File: src/rtl/dds_pkg.sv
// Shared constants, sweep modes and FSM state type for the DDS sweep controller.
package dds_pkg;

  localparam int FW_W    = 32;
  localparam int DWELL_W = 16;

  localparam logic [FW_W-1:0] DEF_FW = 32'd21474836;

  localparam logic [1:0] MODE_SINGLE = 2'd0;
  localparam logic [1:0] MODE_SAW    = 2'd1;
  localparam logic [1:0] MODE_TRI    = 2'd2;

  typedef enum logic [1:0] {
    ST_IDLE   = 2'd0,
    ST_RUN_UP = 2'd1,
    ST_RUN_DN = 2'd2,
    ST_DONE   = 2'd3
  } sweep_state_t;

  // A sweep needs a nonzero step, an ordered range and a defined mode.
  function automatic logic cfg_is_valid(
    input logic [FW_W-1:0] start,
    input logic [FW_W-1:0] stop,
    input logic [FW_W-1:0] step,
    input logic [1:0]      mode
  );
    return (step != '0) && (start <= stop) && (mode != 2'd3);
  endfunction

endpackage

File: src/rtl/dds_sweep_ctrl_if.sv
// Configuration, control and tuning-word signals of the DDS sweep controller.
interface dds_sweep_ctrl_if;
  import dds_pkg::*;

  // Config handshake: a config transfers on a cycle where cfg_valid && cfg_ready
  // at the rising edge; the master holds all cfg_* fields stable while cfg_valid
  // is high, and cfg_ready never depends combinationally on cfg_valid.
  logic               cfg_valid;
  logic               cfg_ready;
  logic [FW_W-1:0]    cfg_start;
  logic [FW_W-1:0]    cfg_stop;
  logic [FW_W-1:0]    cfg_step;
  logic [DWELL_W-1:0] cfg_dwell;
  logic [1:0]         cfg_mode;
  logic               cfg_err;
  logic               start;
  logic               abort;
  logic [FW_W-1:0]    freq_word;
  logic               freq_valid;
  logic               busy;
  logic               sweep_done;
  sweep_state_t       dbg_state;

  modport master (
    output cfg_valid, cfg_start, cfg_stop, cfg_step, cfg_dwell, cfg_mode,
    output start, abort,
    input  cfg_ready, cfg_err, freq_word, freq_valid, busy, sweep_done, dbg_state
  );

  modport slave (
    input  cfg_valid, cfg_start, cfg_stop, cfg_step, cfg_dwell, cfg_mode,
    input  start, abort,
    output cfg_ready, cfg_err, freq_word, freq_valid, busy, sweep_done, dbg_state
  );

endinterface

File: src/rtl/dds_dwell_timer.sv
// Loadable down-counter; done is high while the count is zero.
module dds_dwell_timer
  import dds_pkg::*;
(
  input  logic               sys_clk,
  input  logic               sys_rst,
  input  logic               load,
  input  logic [DWELL_W-1:0] value,
  output logic               done
);

  localparam logic [DWELL_W-1:0] ONE = 1;

  logic [DWELL_W-1:0] r_cnt;

  always_ff @(posedge sys_clk or posedge sys_rst) begin
    if (sys_rst) begin
      r_cnt <= '0;
    end else if (load) begin
      r_cnt <= value;
    end else if (r_cnt != '0) begin
      r_cnt <= r_cnt - ONE;
    end
  end

  assign done = (r_cnt == '0);

endmodule

File: src/rtl/dds_sweep_ctrl.sv
// DDS tuning-word scheduler: single, sawtooth and triangle sweeps between
// shadow start/stop words, each point held for dwell+1 cycles.
module dds_sweep_ctrl
  import dds_pkg::*;
(
  input  logic             sys_clk,
  input  logic             sys_rst,
  dds_sweep_ctrl_if.slave  bus
);

  sweep_state_t       r_state;
  sweep_state_t       w_state_nxt;
  logic               r_init;
  logic [FW_W-1:0]    r_start;
  logic [FW_W-1:0]    r_stop;
  logic [FW_W-1:0]    r_step;
  logic [DWELL_W-1:0] r_dwell;
  logic [1:0]         r_mode;
  logic [FW_W-1:0]    r_fw;
  logic               r_fv;
  logic               r_err;

  logic               w_go;
  logic               w_xfer;
  logic               w_cfg_ok;
  logic               w_dwell_done;
  logic [FW_W:0]      w_up_sum;
  logic [FW_W:0]      w_dn_diff;
  logic               w_up_lim;
  logic               w_dn_lim;
  logic [FW_W-1:0]    w_fw_nxt;
  logic               w_fw_upd;

  assign w_go     = bus.start && !bus.abort;
  assign w_xfer   = bus.cfg_valid && bus.cfg_ready;
  assign w_cfg_ok = cfg_is_valid(bus.cfg_start, bus.cfg_stop, bus.cfg_step, bus.cfg_mode);

  // Extra MSB catches wrap past the top of the word range and borrow below zero.
  assign w_up_sum  = {1'b0, r_fw} + {1'b0, r_step};
  assign w_dn_diff = {1'b0, r_fw} - {1'b0, r_step};
  assign w_up_lim  = w_up_sum[FW_W]  || (w_up_sum[FW_W-1:0]  > r_stop);
  assign w_dn_lim  = w_dn_diff[FW_W] || (w_dn_diff[FW_W-1:0] < r_start);

  dds_dwell_timer u_dwell (
    .sys_clk (sys_clk),
    .sys_rst (sys_rst),
    .load    (w_fw_upd),
    .value   (r_dwell),
    .done    (w_dwell_done)
  );

  always_ff @(posedge sys_clk or posedge sys_rst) begin
    if (sys_rst) r_state <= ST_IDLE;
    else         r_state <= w_state_nxt;
  end

  always_comb begin
    w_state_nxt = r_state;
    case (r_state)
      ST_IDLE:   if (w_go) w_state_nxt = ST_RUN_UP;
      ST_RUN_UP: begin
        if (bus.abort) begin
          w_state_nxt = ST_IDLE;
        end else if (w_dwell_done && w_up_lim) begin
          if (r_mode == MODE_SINGLE)   w_state_nxt = ST_DONE;
          else if (r_mode == MODE_TRI) w_state_nxt = ST_RUN_DN;
        end
      end
      ST_RUN_DN: begin
        if (bus.abort)                      w_state_nxt = ST_IDLE;
        else if (w_dwell_done && w_dn_lim)  w_state_nxt = ST_RUN_UP;
      end
      default:   w_state_nxt = ST_IDLE;
    endcase
  end

  always_comb begin
    bus.cfg_ready  = (r_state == ST_IDLE) && r_init;
    bus.busy       = (r_state == ST_RUN_UP) || (r_state == ST_RUN_DN);
    bus.sweep_done = (r_state == ST_DONE);
    bus.dbg_state  = r_state;
  end

  // Next tuning word; a clamp to start only triggers for a single-point triangle.
  always_comb begin
    w_fw_nxt = r_fw;
    w_fw_upd = 1'b0;
    case (r_state)
      ST_IDLE: begin
        if (w_go) begin
          w_fw_nxt = r_start;
          w_fw_upd = 1'b1;
        end
      end
      ST_RUN_UP: begin
        if (!bus.abort && w_dwell_done) begin
          if (!w_up_lim) begin
            w_fw_nxt = w_up_sum[FW_W-1:0];
            w_fw_upd = 1'b1;
          end else if (r_mode == MODE_SAW) begin
            w_fw_nxt = r_start;
            w_fw_upd = 1'b1;
          end else if (r_mode == MODE_TRI) begin
            w_fw_nxt = w_dn_lim ? r_start : w_dn_diff[FW_W-1:0];
            w_fw_upd = 1'b1;
          end
        end
      end
      ST_RUN_DN: begin
        if (!bus.abort && w_dwell_done) begin
          w_fw_upd = 1'b1;
          if (!w_dn_lim) w_fw_nxt = w_dn_diff[FW_W-1:0];
          else           w_fw_nxt = w_up_lim ? r_start : w_up_sum[FW_W-1:0];
        end
      end
      default: ;
    endcase
  end

  always_ff @(posedge sys_clk or posedge sys_rst) begin
    if (sys_rst) begin
      r_init <= 1'b0;
      r_fw   <= '0;
      r_fv   <= 1'b0;
    end else begin
      r_init <= 1'b1;
      r_fv   <= w_fw_upd;
      if (w_fw_upd) r_fw <= w_fw_nxt;
    end
  end

  always_ff @(posedge sys_clk or posedge sys_rst) begin
    if (sys_rst) begin
      r_start <= DEF_FW;
      r_stop  <= DEF_FW;
      r_step  <= FW_W'(1);
      r_dwell <= '0;
      r_mode  <= MODE_SINGLE;
      r_err   <= 1'b0;
    end else begin
      r_err <= w_xfer && !w_cfg_ok;
      if (w_xfer && w_cfg_ok) begin
        r_start <= bus.cfg_start;
        r_stop  <= bus.cfg_stop;
        r_step  <= bus.cfg_step;
        r_dwell <= bus.cfg_dwell;
        r_mode  <= bus.cfg_mode;
      end
    end
  end

  assign bus.freq_word  = r_fw;
  assign bus.freq_valid = r_fv;
  assign bus.cfg_err    = r_err;

endmodule

File: src/flat_wrapper.sv
// flat-port wrapper written by rule: the top's interface ports become plain ports
module dds_sweep_ctrl_flat import dds_pkg::*;
  (sys_clk, sys_rst, bus_cfg_valid, bus_cfg_start, bus_cfg_stop, bus_cfg_step, bus_cfg_dwell, bus_cfg_mode, bus_start, bus_abort, bus_cfg_ready, bus_cfg_err, bus_freq_word, bus_freq_valid, bus_busy, bus_sweep_done, bus_dbg_state);
  dds_sweep_ctrl_if bus_i ();
  input  logic sys_clk;
  input  logic sys_rst;
  input wire logic [$bits(bus_i.cfg_valid)-1:0] bus_cfg_valid;
  input wire logic [$bits(bus_i.cfg_start)-1:0] bus_cfg_start;
  input wire logic [$bits(bus_i.cfg_stop)-1:0] bus_cfg_stop;
  input wire logic [$bits(bus_i.cfg_step)-1:0] bus_cfg_step;
  input wire logic [$bits(bus_i.cfg_dwell)-1:0] bus_cfg_dwell;
  input wire logic [$bits(bus_i.cfg_mode)-1:0] bus_cfg_mode;
  input wire logic [$bits(bus_i.start)-1:0] bus_start;
  input wire logic [$bits(bus_i.abort)-1:0] bus_abort;
  output wire logic [$bits(bus_i.cfg_ready)-1:0] bus_cfg_ready;
  output wire logic [$bits(bus_i.cfg_err)-1:0] bus_cfg_err;
  output wire logic [$bits(bus_i.freq_word)-1:0] bus_freq_word;
  output wire logic [$bits(bus_i.freq_valid)-1:0] bus_freq_valid;
  output wire logic [$bits(bus_i.busy)-1:0] bus_busy;
  output wire logic [$bits(bus_i.sweep_done)-1:0] bus_sweep_done;
  output wire logic [$bits(bus_i.dbg_state)-1:0] bus_dbg_state;
  assign bus_i.cfg_valid = bus_cfg_valid;
  assign bus_i.cfg_start = bus_cfg_start;
  assign bus_i.cfg_stop = bus_cfg_stop;
  assign bus_i.cfg_step = bus_cfg_step;
  assign bus_i.cfg_dwell = bus_cfg_dwell;
  assign bus_i.cfg_mode = bus_cfg_mode;
  assign bus_i.start = bus_start;
  assign bus_i.abort = bus_abort;
  assign bus_cfg_ready = bus_i.cfg_ready;
  assign bus_cfg_err = bus_i.cfg_err;
  assign bus_freq_word = bus_i.freq_word;
  assign bus_freq_valid = bus_i.freq_valid;
  assign bus_busy = bus_i.busy;
  assign bus_sweep_done = bus_i.sweep_done;
  assign bus_dbg_state = bus_i.dbg_state;
  dds_sweep_ctrl u_core (.sys_clk(sys_clk), .sys_rst(sys_rst), .bus(bus_i));
endmodule
File: config.mk
export PLATFORM = sky130hd
export DESIGN_NAME = dds_sweep_ctrl_flat
export DESIGN_NICKNAME = d
export VERILOG_FILES = /design/src/rtl/dds_pkg.sv /design/src/rtl/dds_sweep_ctrl_if.sv /design/src/rtl/dds_dwell_timer.sv /design/src/rtl/dds_sweep_ctrl.sv /design/src/flat_wrapper.sv
export SDC_FILE = /design/constraint.sdc
export NUM_CORES = 1
export LEC_CHECK = 0
export ABC_AREA = 1
export ABC_CLOCK_PERIOD_IN_PS = 7820
export CORE_MARGIN = 2
export CORE_UTILIZATION = 55
export CTS_CLUSTER_DIAMETER = 200
export DETAILED_ROUTE_END_ITERATION = 10
export PLACE_DENSITY_LB_ADDON = 0.05
export SLEW_MARGIN = 20
export SYNTH_ARGS = -nofsm -noshare
export SYNTH_HDL_FRONTEND = slang
export SYNTH_SLANG_ARGS = --single-unit
export TNS_END_PERCENT = 30
File: constraint.sdc
create_clock -name sys_clk -period 7.82 [get_ports sys_clk]
set_input_delay 1.564 -clock sys_clk [delete_from_list [all_inputs] [get_ports sys_clk]]
set_output_delay 1.564 -clock sys_clk [all_outputs]
set_load 0.01 [all_outputs]
==> impl_results.md <==
* Outcome: completed
* Synthesized Nets at 3071
* Total Neg Setup Slack at 0 ns
* Clock buffer count from CTS at 17
* Unrepaired setup endpoints after global routing: false
* All-Layer GR Usage at 0.358
* Post-CTS Setup Inserts at 0
* Main flop type after synthesis: dfrtp_1
* Initial Util at 0.560
* First-pass GRT wire length at 91.6 mm
* Top Ports at 158
* Met3 routed WL at 5.21 mm
* Launching element type of the critical path: flop
* Number of flops mapped to enable cells by yosys at 0
* Nets at 3148
* Fraction of layout cells with a size suffix above 1 at 0.0428
* CP Capture Type: flop
* Synth Warn # at 0
* Slew headroom at 0.233
* Fin crit period at 5.80 ns
* Kind of critical path: flop to flop
* Die outline height at 181 um
* Total Die Area at 0.0326 sq mm
* Later-pin clock latency in the skew report at 0.48 ns
* DR iter-0 viols at 1862
* Vias in the first global route at 17200
* Antenna viol nets, final at 0
* Antenna violations before repair at 0
* Average wire per cell in the routed design at 17.9 um
* WL final at 58.5 mm
* Synth Area in Adders at 0.124
* Post-DP HPWL at 45.9 mm
* Combinational family with the most area after synthesis: simple AND/OR/NAND/NOR gates
* Final slew viol count at 0
* Slew @ Worst Pin at 1.15 ns
* CTS resizes at 0
* CTS H-tree depth at 4
* Routability cong. at 0.999
* TritonCTS clock tree: yes
* Critical Path RT at 8.24 ns
* Via density at 5.57
* Simple-gate portion of the synthesized area at 0.364
* Portion of netlist area occupied by mux cells at 0
* # diodes at 0
* Post-synthesis sequential area ratio at 0.245
* CTS Root Cell: clkbuf_16
* Max Used Layer: met4
* Post-synthesis async set-or-reset flop share at 1.00
* Clk slew on worst S/H paths at 0.08 ns
* Max Cap Viol at 0
* Final core occ at 0.632
* Core region area at 0.0307 sq mm
* Sinks on the clock net at 167
* Number of core rows at 64
* Clock Tree Buf Depth at 2
* Setup violators final at 0
* Drt drc at 0
* Largest net degree at the start of global routing at 119
* Die Width at 181 um
* Most used cell, CP: nand2_1
* Via count at 18200
* Worst stage delay on the critical path at 0.70 ns
* Final period util at 0.741
* Final hold vios at 0
* Worst Clk Skew at 0.0236 ns
* Synthesized instance count at 2783
* Syn-to-layout area delta at 13.0%
* Worst hold-check path type: flop to flop
* Synthesized area per cell at 6.17 sq um
* Routed metal-1 wirelength at 26.5 mm
* Port Buffer Count at 157
* WL met2 at 24.9 mm
* Grt ovf at 0
* Cell variety after synth at 46
* Post-Synth XOR/XNOR Area at 0.0245
* Crit-path slowest cell: nand3_4
* DRT Pass-1 Iters at 6
* CTS Hold Bufs at 0
* Fmax at 173 MHz
* Max FO, Critical Path at 98
* Compound-Gate Fraction of Synth Area at 0.0946
* #FFs+latches synth at 167
* CP arrival at 6.21 ns
* Post-Synthesis Cell Area at 0.0172 sq mm
[cell usage in the layout, fill, tap and decap left out, types with 42 or more instances in the layout]
cell type and n:
o21ai_0 173, clkdlybuf4s50_1 157, a21oi_1 92, nor2_1 199
nand3_1 226, nand2_1 856, ha_1 166, inv_1 515
nand4_1 77, dfrtp_1 142, xor2_1 42
[worst max-delay path: cells and delay by family, from the launching register on]
family | cells | cell delay (ns)
AO/OA/AOI/OAI | 2 | 0.65
adder cells (fa/ha/maj) | 2 | 0.80
buffers and inverters | 3 | 0.35
flip-flops | 1 | 0.44
AND/OR/NAND/NOR | 18 | 3.33
[Yosys cell counts (2+ instances only)]
| master | instances | area share |
|---|---|---|
| buf_6 | 4 | 0.0026 |
| dfstp_2 | 25 | 0.038 |
| nand2_4 | 2 | 0.0013 |
| xnor2_1 | 6 | 0.0031 |
| nand2_2 | 7 | 0.0026 |
| nand3b_1 | 28 | 0.012 |
| a31oi_1 | 3 | 0.0011 |
| clkbuf_1 | 40 | 0.0087 |
| clkbuf_2 | 2 | 0.00058 |
| nor3_2 | 2 | 0.0012 |
| nor2_1 | 199 | 0.044 |
| and2_1 | 4 | 0.0015 |
| buf_1 | 4 | 0.00087 |
| fa_1 | 2 | 0.0023 |
| nand3_1 | 227 | 0.066 |
| buf_2 | 45 | 0.013 |
| nand2_1 | 856 | 0.19 |
| buf_4 | 16 | 0.0070 |
| nor3_1 | 19 | 0.0055 |
| inv_2 | 6 | 0.0013 |
| clkinv_1 | 2 | 0.00044 |
| dfrtp_1 | 142 | 0.21 |
| nand4_1 | 77 | 0.028 |
| o21ai_1 | 6 | 0.0017 |
| nor4_1 | 7 | 0.0026 |
| inv_1 | 516 | 0.11 |
| o21a_1 | 5 | 0.0022 |
| xor2_1 | 42 | 0.021 |
| a21oi_1 | 92 | 0.027 |
| a21oi_2 | 4 | 0.0020 |
| o21bai_1 | 10 | 0.0044 |
| o211ai_1 | 3 | 0.0013 |
| ha_1 | 167 | 0.12 |
| a21o_1 | 3 | 0.0013 |
| a21boi_0 | 3 | 0.0013 |
| nor2_2 | 25 | 0.0091 |
| o21ai_0 | 173 | 0.050 |
[routing by layer]
| layer | vias to the layer above | global-route usage |
|---|---|---|
| li1 | 8851 | - |
| met4 | 0 | 0.127 |
| met2 | 820 | 0.535 |
| met5 | - | 0 |
| met1 | 8453 | 0.511 |
| met3 | 97 | 0.0734 |
[flip-flops by register name, indices dropped and copies added (netlist names), 2 cells and up]
name / cells
u_core.bus.dbg_state: 2
u_core.bus.freq_word: 32
u_core.r_dwell: 16
u_core.r_mode: 2
u_core.r_start: 32
u_core.r_step: 32
u_core.r_stop: 32
u_core.u_dwell.r_cnt: 16
[cell families (layout without fill, tap and decap cells)]
family,Yosys count,after routing
adders and majority gates,169,169
and+or+nand+nor,1457,1457
AOI/OAI and AO/OA,306,306
DFF,167,167
buffers and inverters,635,725
other,1,1
xor gates and xnor gates,48,48
[worst paths after layout]
kind | start | to | slack [ns] | cells past startpoint
max in group asynchronous | sys_rst | u_core.r_step[22] | 4.61 | 3
worst min register to register | u_core.r_dwell[10] | u_core.u_dwell.r_cnt[10] | 0.47 | 2
worst max register to register | u_core.bus.freq_word[12] | u_core.bus.freq_word[0] | 2.02 | 25
worst min-delay path | u_core.r_dwell[10] | u_core.u_dwell.r_cnt[10] | 0.47 | 2
min in group asynchronous | sys_rst | u_core.r_dwell[11] | 1.64 | 2
worst max-delay path | u_core.bus.freq_word[12] | u_core.bus.freq_word[0] | 2.02 | 25
[through the flow]
step	instances	hold slack [ns]	worst slack [ns]	cell area (sq um)
6_report	3269	0.474	2.02	19400
5_1_grt	3269	0.499	1.63	19400
4_1_cts	3269	0.473	2.26	19400
3_5_place_dp	3237	0.463	2.29	18800
3_3_place_gp	3236	0.455	1.92	18800
2_1_floorplan	2783	0.442	1.78	17200
[final cells by class]
| class | count | area [sq um] |
|---|---|---|
| Inverter | 524 | 1970 |
| Fill cell | 2859 | 11300 |
| Tap cell | 396 | 495 |
| Clock buffer | 17 | 425 |
| Clock inverter | 15 | 176 |
| Timing Repair Buffer | 169 | 1670 |
| Sequential cell | 167 | 4210 |
| Multi-Input combinational cell | 1981 | 10400 |
Power is left out: the tool's default activity adds up to more than one toggle a clock period on the data nets, which glitch-free logic cannot reach.
